`src/rtl/sigma_dma_if.sv`:
```
// rtl/sigma_dma_if.sv - MemSplit32 bus bundle: initiator drives req/we/addr/be/wdata, target returns ack/resp/rdata
interface sigma_dma_if;
    logic        req;
    logic        we;
    logic [31:0] addr;
    logic [3:0]  be;
    logic [31:0] wdata;
    logic        ack;
    logic        resp;
    logic [31:0] rdata;

    modport master (
        output req, we, addr, be, wdata,
        input  ack, resp, rdata
    );

    modport slave (
        input  req, we, addr, be, wdata,
        output ack, resp, rdata
    );
endinterface

```
`src/rtl/sigma_dma.sv`:
```
// rtl/sigma_dma.sv - single-channel MemSplit32 word-copy engine; read timeout enabled by SIGMA_DMA_TIMEOUT_EN
module sigma_dma #(
    parameter int LEN_WIDTH = 16,
    parameter int TIMEOUT   = 255
) (
    input  logic                 clk_i,
    input  logic                 rst_i,
    input  logic                 start_i,
    input  logic [31:0]          src_addr_i,
    input  logic [31:0]          dst_addr_i,
    input  logic [LEN_WIDTH-1:0] len_i,
    output logic                 busy_o,
    output logic                 done_o,
    output logic                 err_o,
    sigma_dma_if.master          bus
);

    typedef enum logic [2:0] {
        S_IDLE,
        S_RD_REQ,
        S_RD_WAIT,
        S_WR_REQ,
        S_DONE
    } state_t;

    state_t               r_state;
    state_t               w_next;
    logic [29:0]          r_src;
    logic [29:0]          r_dst;
    logic [LEN_WIDTH-1:0] r_cnt;
    logic [31:0]          r_addr;
    logic                 r_we;
    logic [3:0]           r_be;
    logic [31:0]          r_wdata;
    logic                 w_timeout;
    logic                 w_last;
    logic                 w_unused;

    if (TIMEOUT < 1) begin : g_bad_timeout
        $error("sigma_dma: TIMEOUT must be at least 1");
    end

    // Byte-lane bits of the addresses are meaningless for word copies.
    assign w_unused = ^{src_addr_i[1:0], dst_addr_i[1:0]};
    assign w_last   = (r_cnt == LEN_WIDTH'(1));

`ifdef SIGMA_DMA_TIMEOUT_EN
    localparam int TW = ($clog2(TIMEOUT + 1) > 8) ? $clog2(TIMEOUT + 1) : 8;

    logic [TW-1:0] r_tmo;
    logic          r_err;

    // A response in the same cycle the limit is hit still wins.
    assign w_timeout = (r_state == S_RD_WAIT) && !bus.resp && (r_tmo == TW'(TIMEOUT));

    always_ff @(posedge clk_i) begin
        if (!rst_i || r_state != S_RD_WAIT) begin
            r_tmo <= '0;
        end else if (!bus.resp) begin
            r_tmo <= r_tmo + 1'b1;
        end
    end

    always_ff @(posedge clk_i) begin
        if (!rst_i) begin
            r_err <= 1'b0;
        end else begin
            r_err <= w_timeout;
        end
    end

    assign err_o = r_err;
`else
    assign w_timeout = 1'b0;
    assign err_o     = 1'b0;
`endif

    always_ff @(posedge clk_i) begin
        if (!rst_i) begin
            r_state <= S_IDLE;
        end else begin
            r_state <= w_next;
        end
    end

    always_comb begin
        w_next = r_state;
        case (r_state)
            S_IDLE: begin
                if (start_i) begin
                    w_next = (len_i != '0) ? S_RD_REQ : S_DONE;
                end
            end
            S_RD_REQ: begin
                if (bus.ack) begin
                    w_next = S_RD_WAIT;
                end
            end
            S_RD_WAIT: begin
                if (bus.resp) begin
                    w_next = S_WR_REQ;
                end else if (w_timeout) begin
                    w_next = S_IDLE;
                end
            end
            S_WR_REQ: begin
                if (bus.ack) begin
                    w_next = w_last ? S_DONE : S_RD_REQ;
                end
            end
            S_DONE:  w_next = S_IDLE;
            default: w_next = S_IDLE;
        endcase
    end

    // Bus attributes are loaded on the way into each request state so they
    // are already stable in the first req cycle and frozen through stalls.
    always_ff @(posedge clk_i) begin
        if (!rst_i) begin
            r_src   <= '0;
            r_dst   <= '0;
            r_cnt   <= '0;
            r_addr  <= '0;
            r_we    <= 1'b0;
            r_be    <= 4'h0;
            r_wdata <= '0;
        end else begin
            case (r_state)
                S_IDLE: begin
                    if (start_i && len_i != '0) begin
                        r_src  <= src_addr_i[31:2];
                        r_dst  <= dst_addr_i[31:2];
                        r_cnt  <= len_i;
                        r_addr <= {src_addr_i[31:2], 2'b00};
                        r_we   <= 1'b0;
                        r_be   <= 4'hF;
                    end
                end
                S_RD_WAIT: begin
                    if (bus.resp) begin
                        r_wdata <= bus.rdata;
                        r_addr  <= {r_dst, 2'b00};
                        r_we    <= 1'b1;
                    end
                end
                S_WR_REQ: begin
                    if (bus.ack) begin
                        r_src <= r_src + 30'd1;
                        r_dst <= r_dst + 30'd1;
                        r_cnt <= r_cnt - 1'b1;
                        if (!w_last) begin
                            r_addr <= {r_src + 30'd1, 2'b00};
                            r_we   <= 1'b0;
                        end
                    end
                end
                default: ;
            endcase
        end
    end

    assign bus.req   = (r_state == S_RD_REQ) || (r_state == S_WR_REQ);
    assign bus.we    = r_we;
    assign bus.addr  = r_addr;
    assign bus.be    = r_be;
    assign bus.wdata = r_wdata;

    assign busy_o = (r_state == S_RD_REQ) || (r_state == S_RD_WAIT) || (r_state == S_WR_REQ);
    assign done_o = (r_state == S_DONE);

endmodule

```
`src/flat_wrapper.sv`:
```
// flat-port wrapper written by rule: the top's interface ports become plain ports
module sigma_dma_flat 
#(
    parameter int LEN_WIDTH = 16,
    parameter int TIMEOUT   = 255
)
  (clk_i, rst_i, start_i, src_addr_i, dst_addr_i, len_i, busy_o, done_o, err_o, bus_req, bus_we, bus_addr, bus_be, bus_wdata, bus_ack, bus_resp, bus_rdata);
  sigma_dma_if bus_i ();
  input  logic clk_i;
  input  logic rst_i;
  input  logic start_i;
  input  logic [31:0] src_addr_i;
  input  logic [31:0] dst_addr_i;
  input  logic [LEN_WIDTH-1:0] len_i;
  output logic busy_o;
  output logic done_o;
  output logic err_o;
  output wire logic [$bits(bus_i.req)-1:0] bus_req;
  output wire logic [$bits(bus_i.we)-1:0] bus_we;
  output wire logic [$bits(bus_i.addr)-1:0] bus_addr;
  output wire logic [$bits(bus_i.be)-1:0] bus_be;
  output wire logic [$bits(bus_i.wdata)-1:0] bus_wdata;
  input wire logic [$bits(bus_i.ack)-1:0] bus_ack;
  input wire logic [$bits(bus_i.resp)-1:0] bus_resp;
  input wire logic [$bits(bus_i.rdata)-1:0] bus_rdata;
  assign bus_req = bus_i.req;
  assign bus_we = bus_i.we;
  assign bus_addr = bus_i.addr;
  assign bus_be = bus_i.be;
  assign bus_wdata = bus_i.wdata;
  assign bus_i.ack = bus_ack;
  assign bus_i.resp = bus_resp;
  assign bus_i.rdata = bus_rdata;
  sigma_dma #(.LEN_WIDTH(LEN_WIDTH), .TIMEOUT(TIMEOUT)) u_core (.clk_i(clk_i), .rst_i(rst_i), .start_i(start_i), .src_addr_i(src_addr_i), .dst_addr_i(dst_addr_i), .len_i(len_i), .busy_o(busy_o), .done_o(done_o), .err_o(err_o), .bus(bus_i));
endmodule
```
`config.mk`:
```
export PLATFORM = sky130hd
export DESIGN_NAME = sigma_dma_flat
export DESIGN_NICKNAME = d
export VERILOG_FILES = /design/src/rtl/sigma_dma_if.sv /design/src/rtl/sigma_dma.sv /design/src/flat_wrapper.sv
export SDC_FILE = /design/constraint.sdc
export NUM_CORES = 1
export LEC_CHECK = 0
export ABC_AREA = 1
export CORE_ASPECT_RATIO = 0.75
export CORE_UTILIZATION = 56
export CTS_CLUSTER_SIZE = 25
export DETAILED_ROUTE_END_ITERATION = 8
export HOLD_SLACK_MARGIN = 0.15
export MAX_ROUTING_LAYER = met4
export PLACE_DENSITY = 0.95
export SYNTH_ARGS = -nofsm -noshare
export SYNTH_HDL_FRONTEND = slang
export SYNTH_SLANG_ARGS = --single-unit
export TNS_END_PERCENT = 10
```
`constraint.sdc`:
```
create_clock -name clk_i -period 3.6 [get_ports clk_i]
set_input_delay 0.72 -clock clk_i [delete_from_list [all_inputs] [get_ports clk_i]]
set_output_delay 0.72 -clock clk_i [all_outputs]
set_load 0.03 [all_outputs]
```
## Yosys cells after proc, flatten, opt, wreduce, memory -nomap -nowiden

Cells that the tools add are included.

- Bits in registers: 145
- Output and inout port bits: 73

- $add $sub $neg: 3
- Eq/ne operators: 11
- Muxes and demuxes: 26
- Reduce and logical (&&, ||, !) cells: 13

Operators by type and width:

| operator | count |
|---|---|
| two-way mux 32 bit | 4 |
| two-way mux 30 bit | 4 |
| one-hot mux 30 bit (2 select lines) | 2 |
| one-hot mux 32 bit (3 select lines) | 1 |
| adder 30 x 1 -> 30 bit (second input constant) | 2 |
| two-way mux 16 bit | 2 |
| one-hot mux 16 bit (2 select lines) | 1 |
| two-way mux 3 bit | 6 |
| equality test 16 x 1 -> 1 bit (second input constant) | 1 |
| nonzero test 16 bit | 1 |
| subtractor 16 x 1 -> 16 bit (second input constant) | 1 |
| one-hot mux 3 bit (4 select lines) | 1 |
| inequality test 2 bit (second input constant) | 5 |
| equality test 3 x 2 -> 1 bit (second input constant) | 2 |
| AND reduction 5 bit | 1 |
| two-way mux 1 bit | 4 |
| AND reduction 2 bit | 2 |
| AND reduction 4 bit | 1 |
| equality test 3 x 1 -> 1 bit (second input constant) | 1 |
| equality test 3 bit (second input constant) | 1 |
| logical NOT 3 bit | 1 |
| logical OR 1 bit | 3 |
| one-hot mux 1 bit (3 select lines) | 1 |
| AND reduction 3 bit | 1 |
| other kinds (4) | 4 |

## Longest topological paths before layout

Gate-level depths: netlist of run 1.

- Depth after elaboration: 4
- Gate-level depth with buffers: 13
- Depth with buffers taken out: 11

## Worst setup path before layout of run 1

OpenSTA, ideal clock, no wires.

- Path type: reg2out
- Start point: register u_core.r_state[2]
- End point: output port done_o
- Data arrival time: 1.105 ns
- Data required time: 2.880 ns
- Slack: 1.775 ns
- Cell stages (with the launch flop): 3
- Cells stage by stage: dfxtp_1 > inv_1 > nor3_1

- Word-level cells in the longest chain between the ends: 1

RTL lines:

| item | RTL line | source |
|---|---|---|
| from (decl) | sigma_dma.sv:26 | `state_t r_state;` |
| from (signal assigned) | sigma_dma.sv:82 | `r_state <= w_next;` |
| equality test 3 bit | sigma_dma.sv:169 | `assign done_o = (r_state == S_DONE);` |
| to (decl) | flat_wrapper.sv:16 | `output logic done_o;` |

No other way between the ends.

## Final worst setup path of run 1

- Start point: register u_core.r_state[1]
- End point: output port busy_o

- Word-level cells in the longest chain between the ends: 3
- Elaborated cells between the ends (all ways): 5
- Those cells by class: 3 x eq/ne; 2 x reduce/logical

RTL lines:

| item | RTL line | source |
|---|---|---|
| equality test 3 x 1 -> 1 bit / equality test 3 x 2 -> 1 bit (equally long branches) | sigma_dma.sv:168 | `assign busy_o = (r_state == S_RD_REQ) \|\| (r_state == S_RD_WAIT) \|\| (r_state == S_WR_REQ);` |
| logical OR 1 bit | sigma_dma.sv:168 |  |
| logical OR 1 bit (*) | sigma_dma.sv:168 |  |
| to (decl) | flat_wrapper.sv:15 | `output logic busy_o;` |

Every way passes the cells marked *; elsewhere a longest branch is shown, timed or not.

==> results_dict.tcl, run 1 <==
set metrics [dict create \
    outcome "completed" \
    grt_pass1_vias 9836 \
    slew_headroom_pct 42.0 \
    cts_tree "done" \
    dieWidth_um 148 \
    cp_num_buf_inv 2 \
    cts_resized 0 \
    final_cells 1936 \
    final_util_pct 74.2 \
    syn_area_um2 8980 \
    r2r_setup_slack_ns 0.94 \
    p_per_area_nw_per_um2 571 \
    fin_skew_ns 0.00614 \
    min_from "u_core.bus.wdata[13]$_SDFFE_PN0P_" \
    insertion_delay_ns 0.42 \
    slowest_delay_ns 0.75 \
    critPathSlowestCell "clkdlybuf4s50_1" \
    antenna_found_initial 1 \
    cts_buffer_depth 2 \
    min_to "u_core.bus.wdata[13]$_SDFFE_PN0P_" \
    first_iter_violations 1457 \
    synth_edf_count 0 \
    avgSynthCellArea_um2 5.69 \
    htree_levels 4 \
    grt_max_degree 73 \
    gr-usage-all-layers_pct 39.4 \
    hold_path_depth 2 \
    drive_above_1_share_pct 3.47 \
    rsz0062_at_grt "no" \
    io_buffers 182 \
    wl_per_cell_um 16.2 \
    drtPass1Iterations 6 \
    max-cap-violations 0 \
    dp.cells 1903 \
    setup_tns_ns 0 \
    finalHoldViolCount 0 \
    die_y_um 112 \
    syn_to_final_growth_pct 27.5 \
    synthFlopType "dfxtp_1" \
    yosys_warnings 0 \
    grt_pass1_wl_mm 49.8 \
    path_max_fanout 5 \
    clock_sinks 143 \
    finalCriticalPeriod_ns 2.67 \
    critical_path_class "reg2out" \
    r2r_start "u_core.r_state[2]$_SDFFE_PN0P_" \
    crit_family "buffers and inverters" \
    ant_nets 0 \
    globalRouteOverflowTotal 0 \
    fin_crit_sh_pct 74.1 \
    drv_slew 0 \
    crit_arrival_ns 1.95 \
    syn_inst 1578 \
    path_cells "inv_1 > a21oi_1 > clkdlybuf4s50_1" \
    die-area_um2 16500 \
    setup_viol 0 \
    drc 0 \
    cts_buffers 17 \
    root_buffer "clkbuf_16" \
    num_vias 11000 \
    finalNetCount 1838 \
    num_io_pins 190 \
    hold_path.class "reg2reg" \
    placementRows 39 \
    clk_pin_slew_ns 0.06 \
    r2r-end "u_core.bus.addr[26]$_SDFFE_PN0P_" \
    holdWs_ns 0.460 \
    ctsHoldBuffers 0 \
    cp-start-kind "flip-flop" \
    reg2reg_depth 8 \
    finalPower_uw 6530 \
    async_flop_share_pct 0 \
    tightest_slew_ns 0.870 \
    peakVddDrop_mv 0.344 \
    fmax_ghz 0.375 \
    cts_setup_buffers 0 \
    initial_utilization_pct 58.2 \
    worstPathRequired_ns 2.88 \
    synth_seq_cells 143 \
    cp-end-kind "primary output" \
    vias_per_cell 5.68 \
    core-area_um2 15400 \
    routed_wl_mm 31.4 \
    gp_congestion 0.991 \
    p_leak_uw 0.00484 \
    yosysUniqueCellTypes 36 \
    hpwlAfterDp_mm 22.3 \
    seq_area_frac_synth_pct 31.9 \
]
==> routing by layer <==
metal  wire, um  share of wire [%]  global-route usage, %
met3       3600                 11                   8.16
met4       1230                3.9                   16.9
met1      12700                 40                   51.4
met2      13900                 44                   58.7
met5          0                  0                      -
==> sequential cells by signal (all words and copies together) (netlist names) <==
| name | count |
|---|---|
| u_core.bus.wdata | 32 |
| u_core.bus.be | 1 |
| u_core.r_src | 30 |
| u_core.r_state | 3 |
| u_core.r_dst | 30 |
| u_core.r_cnt | 16 |
| u_core.bus.addr | 30 |
| u_core.bus.we | 1 |
==> layout by cell type, fill, tap and decap left out, types with 2 or more instances in the layout <==
cell type	instances
a21oi_1	100
a31oi_1	4
buf_4	13
bufinv_16	4
clkbuf_16	17
clkbuf_8	2
clkdlybuf4s50_1	181
clkinv_2	3
clkinv_4	2
clkinvlp_4	2
conb_1	3
dfxtp_1	143
ha_1	4
inv_1	155
inv_2	4
inv_6	2
nand2_1	500
nand2_2	2
nand3_1	149
nand4_1	11
nor2_1	304
nor2b_1	3
nor3_1	10
o21ai_0	69
o21bai_1	10
o22ai_1	12
or2_2	3
xnor2_1	3
==> how the worst max path moves through the flow <==
stage | from | endpoint | slack [ns] | depth (start not counted)
global placement | len_i[15] | u_core.r_dst[4]$_SDFFE_PN0P_ | 0.71 | 9
CTS | u_core.r_state[1]$_SDFFE_PN0P_ | busy_o | 0.95 | 3
finish | u_core.r_state[1]$_SDFFE_PN0P_ | busy_o | 0.93 | 3
detailed placement | len_i[13] | u_core.r_src[29]$_SDFFE_PN0P_ | 0.65 | 10
global route | u_core.r_state[2]$_SDFFE_PN0P_ | u_core.bus.addr[18]$_SDFFE_PN0P_ | 0.78 | 8
floorplan | u_core.r_state[2]$_SDFFE_PN0P_ | done_o | 1.77 | 2
==> power breakdown <==
group	total [uW]	internal [uW]	switching (uW)
logic	2380	826	1550
registers	2230	1890	337
clock network	1930	1200	727
total	6530	3910	2610
==> tightest hold or removal path: cells and delay by family, from the launching register on <==
family | cells | cell delay (ns)
AND/OR/NAND/NOR | 1 | 0.06
AO/OA/AOI/OAI | 1 | 0.05
flip-flops | 1 | 0.31
==> cell usage after synthesis, types with 2 or more instances <==
master / instances / area [um^2]
a21oi_1: 100 / 500
o21ai_0: 69 / 345
buf_1: 6 / 22.5
nand3_1: 149 / 746
nor3_1: 10 / 50.1
or2_2: 3 / 18.8
ha_1: 4 / 50.1
nor2b_1: 3 / 18.8
dfxtp_1: 143 / 2860
xnor2_1: 3 / 26.3
nand2_1: 501 / 1880
o22ai_1: 12 / 75.1
a31oi_1: 4 / 25.0
buf_4: 13 / 97.6
o21bai_1: 10 / 75.1
buf_2: 27 / 135
nor2_1: 304 / 1140
nand3_2: 2 / 20.0
inv_1: 155 / 582
nand4_1: 11 / 68.8
inv_2: 4 / 15.0
clkbuf_1: 31 / 116
==> metrics by stage <==
step / area [um^2] / setup slack [ns]
after floorplan: 8980 / 1.77
after global placement: 10800 / 0.712
after detailed placement: 10800 / 0.645
after CTS: 11400 / 0.945
after global routing: 11400 / 0.779
final: 11400 / 0.932
==> kinds of logic (layout without fill, tap and decap cells) <==
family	count (synthesis)	in the layout	share of synthesized area [%]
adder cells (fa/ha/maj)	4	4	0.558
other	1	4	0.0418
AND/OR/NAND/NOR	989	989	44.4
buffers and inverters	237	387	10.9
XOR/XNOR	4	4	0.390
AO/OA/AOI/OAI	200	200	11.8
flip-flops	143	143	31.9
==> area by class of cell <==
class | count | area (um^2)
Sequential cell | 143 | 2860
Fill cell | 1249 | 3980
Clock inverter | 13 | 185
Timing Repair Buffer | 196 | 1930
Inverter | 159 | 597
Tap cell | 205 | 256
Multi-Input combinational cell | 1200 | 5150
Clock buffer | 19 | 453
Antenna cell | 1 | 2.50
Note: power is estimated with default switching activity, not from simulation.
==> run 2, diff against run 1 <==
--- a/config.mk
+++ b/config.mk
@@ -7,12 +7,12 @@
 export LEC_CHECK = 0
 export ABC_AREA = 1
 export CORE_ASPECT_RATIO = 0.75
-export CORE_UTILIZATION = 56
+export CORE_UTILIZATION = 47
 export CTS_CLUSTER_SIZE = 25
 export DETAILED_ROUTE_END_ITERATION = 8
 export HOLD_SLACK_MARGIN = 0.15
 export MAX_ROUTING_LAYER = met4
-export PLACE_DENSITY = 0.95
+export PLACE_DENSITY = 0.87
 export SYNTH_ARGS = -nofsm -noshare
 export SYNTH_HDL_FRONTEND = slang
 export SYNTH_SLANG_ARGS = --single-unit
==> constraint.sdc (replaced) <==
create_clock -name clk_i -period 2.2 [get_ports clk_i]
set_input_delay 0.44 -clock clk_i [delete_from_list [all_inputs] [get_ports clk_i]]
set_output_delay 0.44 -clock clk_i [all_outputs]
set_load 0.03 [all_outputs]
==> results_dict.tcl, run 2 (synthesized netlist as in run 1, its figures left out) <==
set metrics [dict create \
    p_leak_uw 0.00498 \
    p_comb_share_pct 39.3 \
    holdWs_ns 0.461 \
    critical_path_class "reg2out" \
    io_buffers 182 \
    post_dp_cell_area_um2 11100 \
    cts_tree "done" \
    cellInternalPower_uw 6160 \
    max-cap-violations 0 \
    setup_viol 0 \
    diodes 0 \
    final_common_cell "nand2_1" \
    initial_utilization_pct 48.2 \
    gr-usage-all-layers_pct 32.6 \
    rsz0062_at_grt "no" \
    syn_to_final_growth_pct 30.2 \
    fin_crit_sh_pct 91.4 \
    crit_arrival_ns 1.57 \
    first_iter_violations 1475 \
    setup_tns_ns 0 \
    cp-end-kind "primary output" \
    hold_path.class "reg2reg" \
    pwr-share-clk_pct 25.7 \
    drtPass1Iterations 6 \
    r2r-end "u_core.bus.addr[17]$_SDFFE_PN0P_" \
    grt_pass1_vias 9631 \
    routed_wl_mm 30.8 \
    dieWidth_um 162 \
    core-area_um2 18600 \
    clock_sinks 143 \
    path_max_fanout 5 \
    insertion_delay_ns 0.43 \
    clk_pin_slew_ns 0.06 \
    num_io_pins 190 \
    grt_pass1_wl_mm 48.6 \
    stdcell_area_um2 11700 \
    cp-start-kind "flip-flop" \
    globalRouteOverflowTotal 0 \
    final_cells 2004 \
    peakVddDrop_mv 0.606 \
    r2r_setup_slack_ns 0.20 \
    tightest_slew_ns 0.773 \
    antenna_found_initial 0 \
    wl_per_cell_um 15.4 \
    drive_above_1_share_pct 4.72 \
    cts_buffer_depth 2 \
    slew_headroom_pct 48.4 \
    htree_levels 4 \
    ant_nets 0 \
    seqPwrFrac_pct 35.1 \
    switchingPower_uw 4190 \
    cts_buffers 17 \
    vias_per_cell 5.33 \
    placementRows 43 \
    outcome "completed" \
    root_buffer "clkbuf_16" \
    swShare_pct 40.5 \
    die-area_um2 19700 \
    dp.cells 1967 \
    reg2reg_depth 11 \
    die_y_um 122 \
    gp_congestion 1.01 \
    drc 0 \
    drv_slew 0 \
    finalPower_uw 10300 \
    largest_reg_flops 32 \
    num_vias 10700 \
    final_cell_mix "500 x nand2_1, 304 x nor2_1, 178 x clkdlybuf4s50_1" \
    finalNetCount 1868 \
    fmax_ghz 0.497 \
    fin_skew_ns 0.0111 \
    worstPathRequired_ns 1.76 \
    p_per_area_nw_per_um2 885 \
    finalCriticalPeriod_ns 2.01 \
    r2r_start "u_core.r_state[2]$_SDFFE_PN0P_" \
    grt_max_degree 73 \
    finalHoldViolCount 0 \
    cp-startpoint "u_core.r_state[2]$_SDFFE_PN0P_" \
    critical_path.endpoint "done_o" \
    hpwlAfterDp_mm 22.9 \
]
run 2: critical path, stage by stage, from the launching register on:
cell and delay, ns:
dfxtp_1 0.43, inv_1 0.11, nor3_1 0.14, dlygate4sd2_1 0.46
run 2: what timing repair did:
item	CTS	global route
pin swaps	0	2
hold buffers	0	0
endpoints found under the setup margin	3	14
gates resized for setup	3	0
buffers inserted	0	8
run 2: how the worst min path moves through the flow:
stage                     cells past startpoint                           endpoint  slack [ns]                               from
after floorplan                               2      u_core.r_dst[29]$_SDFFE_PN0P_        0.46      u_core.r_dst[29]$_SDFFE_PN0P_
after global routing                          2  u_core.bus.wdata[17]$_SDFFE_PN0P_        0.48  u_core.bus.wdata[17]$_SDFFE_PN0P_
after global placement                        2  u_core.bus.wdata[27]$_SDFFE_PN0P_        0.45  u_core.bus.wdata[27]$_SDFFE_PN0P_
final                                         2   u_core.bus.wdata[7]$_SDFFE_PN0P_        0.46   u_core.bus.wdata[7]$_SDFFE_PN0P_
after CTS                                     2  u_core.bus.wdata[25]$_SDFFE_PN0P_        0.46  u_core.bus.wdata[25]$_SDFFE_PN0P_
after detailed placement                      2  u_core.bus.wdata[17]$_SDFFE_PN0P_        0.45  u_core.bus.wdata[17]$_SDFFE_PN0P_
run 2: area by class of cell:
cell class,instances,area [um^2]
timing repair buffer,226,2260
fill,1771,6930
inverter,159,597
multi-input combinational,1200,5150
sequential,143,2860
tap,247,309
clock inverter,8,70.1
clock buffer,21,440
run 2: per-stage QoR:
step / util (%) / setup WS, ns
floorplan: - / 0.409
global placement: 59.7 / -0.00320
detailed placement: 59.7 / -0.0592
CTS: 62.5 / 0.135
global route: 62.8 / 0.0674
finish: 62.8 / 0.188
run 2: power by group through the flow:
stage / clock network (uW) / logic, uW / registers [uW]
finish: 2660 / 4060 / 3630
floorplan: 0 / 2280 / 3840
global placement: 0 / 3870 / 3630
global route: 2780 / 4470 / 3680
CTS: 2660 / 3990 / 3600
detailed placement: 0 / 3970 / 3640
run 2: metal layers:
layer | part of all wire [%] | track usage, % | vias to the layer above
li1 | - | - | 5280
met1 | 43 | 42.8 | 4838
met2 | 44 | 48.4 | 505
met3 | 10 | 7.42 | 60
met4 | 2.9 | 12.8 | 0
met5 | 0 | - | -
==> run 3, diff against run 2 <==
--- a/config.mk
+++ b/config.mk
@@ -16,4 +16,4 @@
 export SYNTH_ARGS = -nofsm -noshare
 export SYNTH_HDL_FRONTEND = slang
 export SYNTH_SLANG_ARGS = --single-unit
-export TNS_END_PERCENT = 10
+export TNS_END_PERCENT = 1
==> results of run 3 <==
Same layout as run 2: the final DEF is identical, and so are final timing and power.
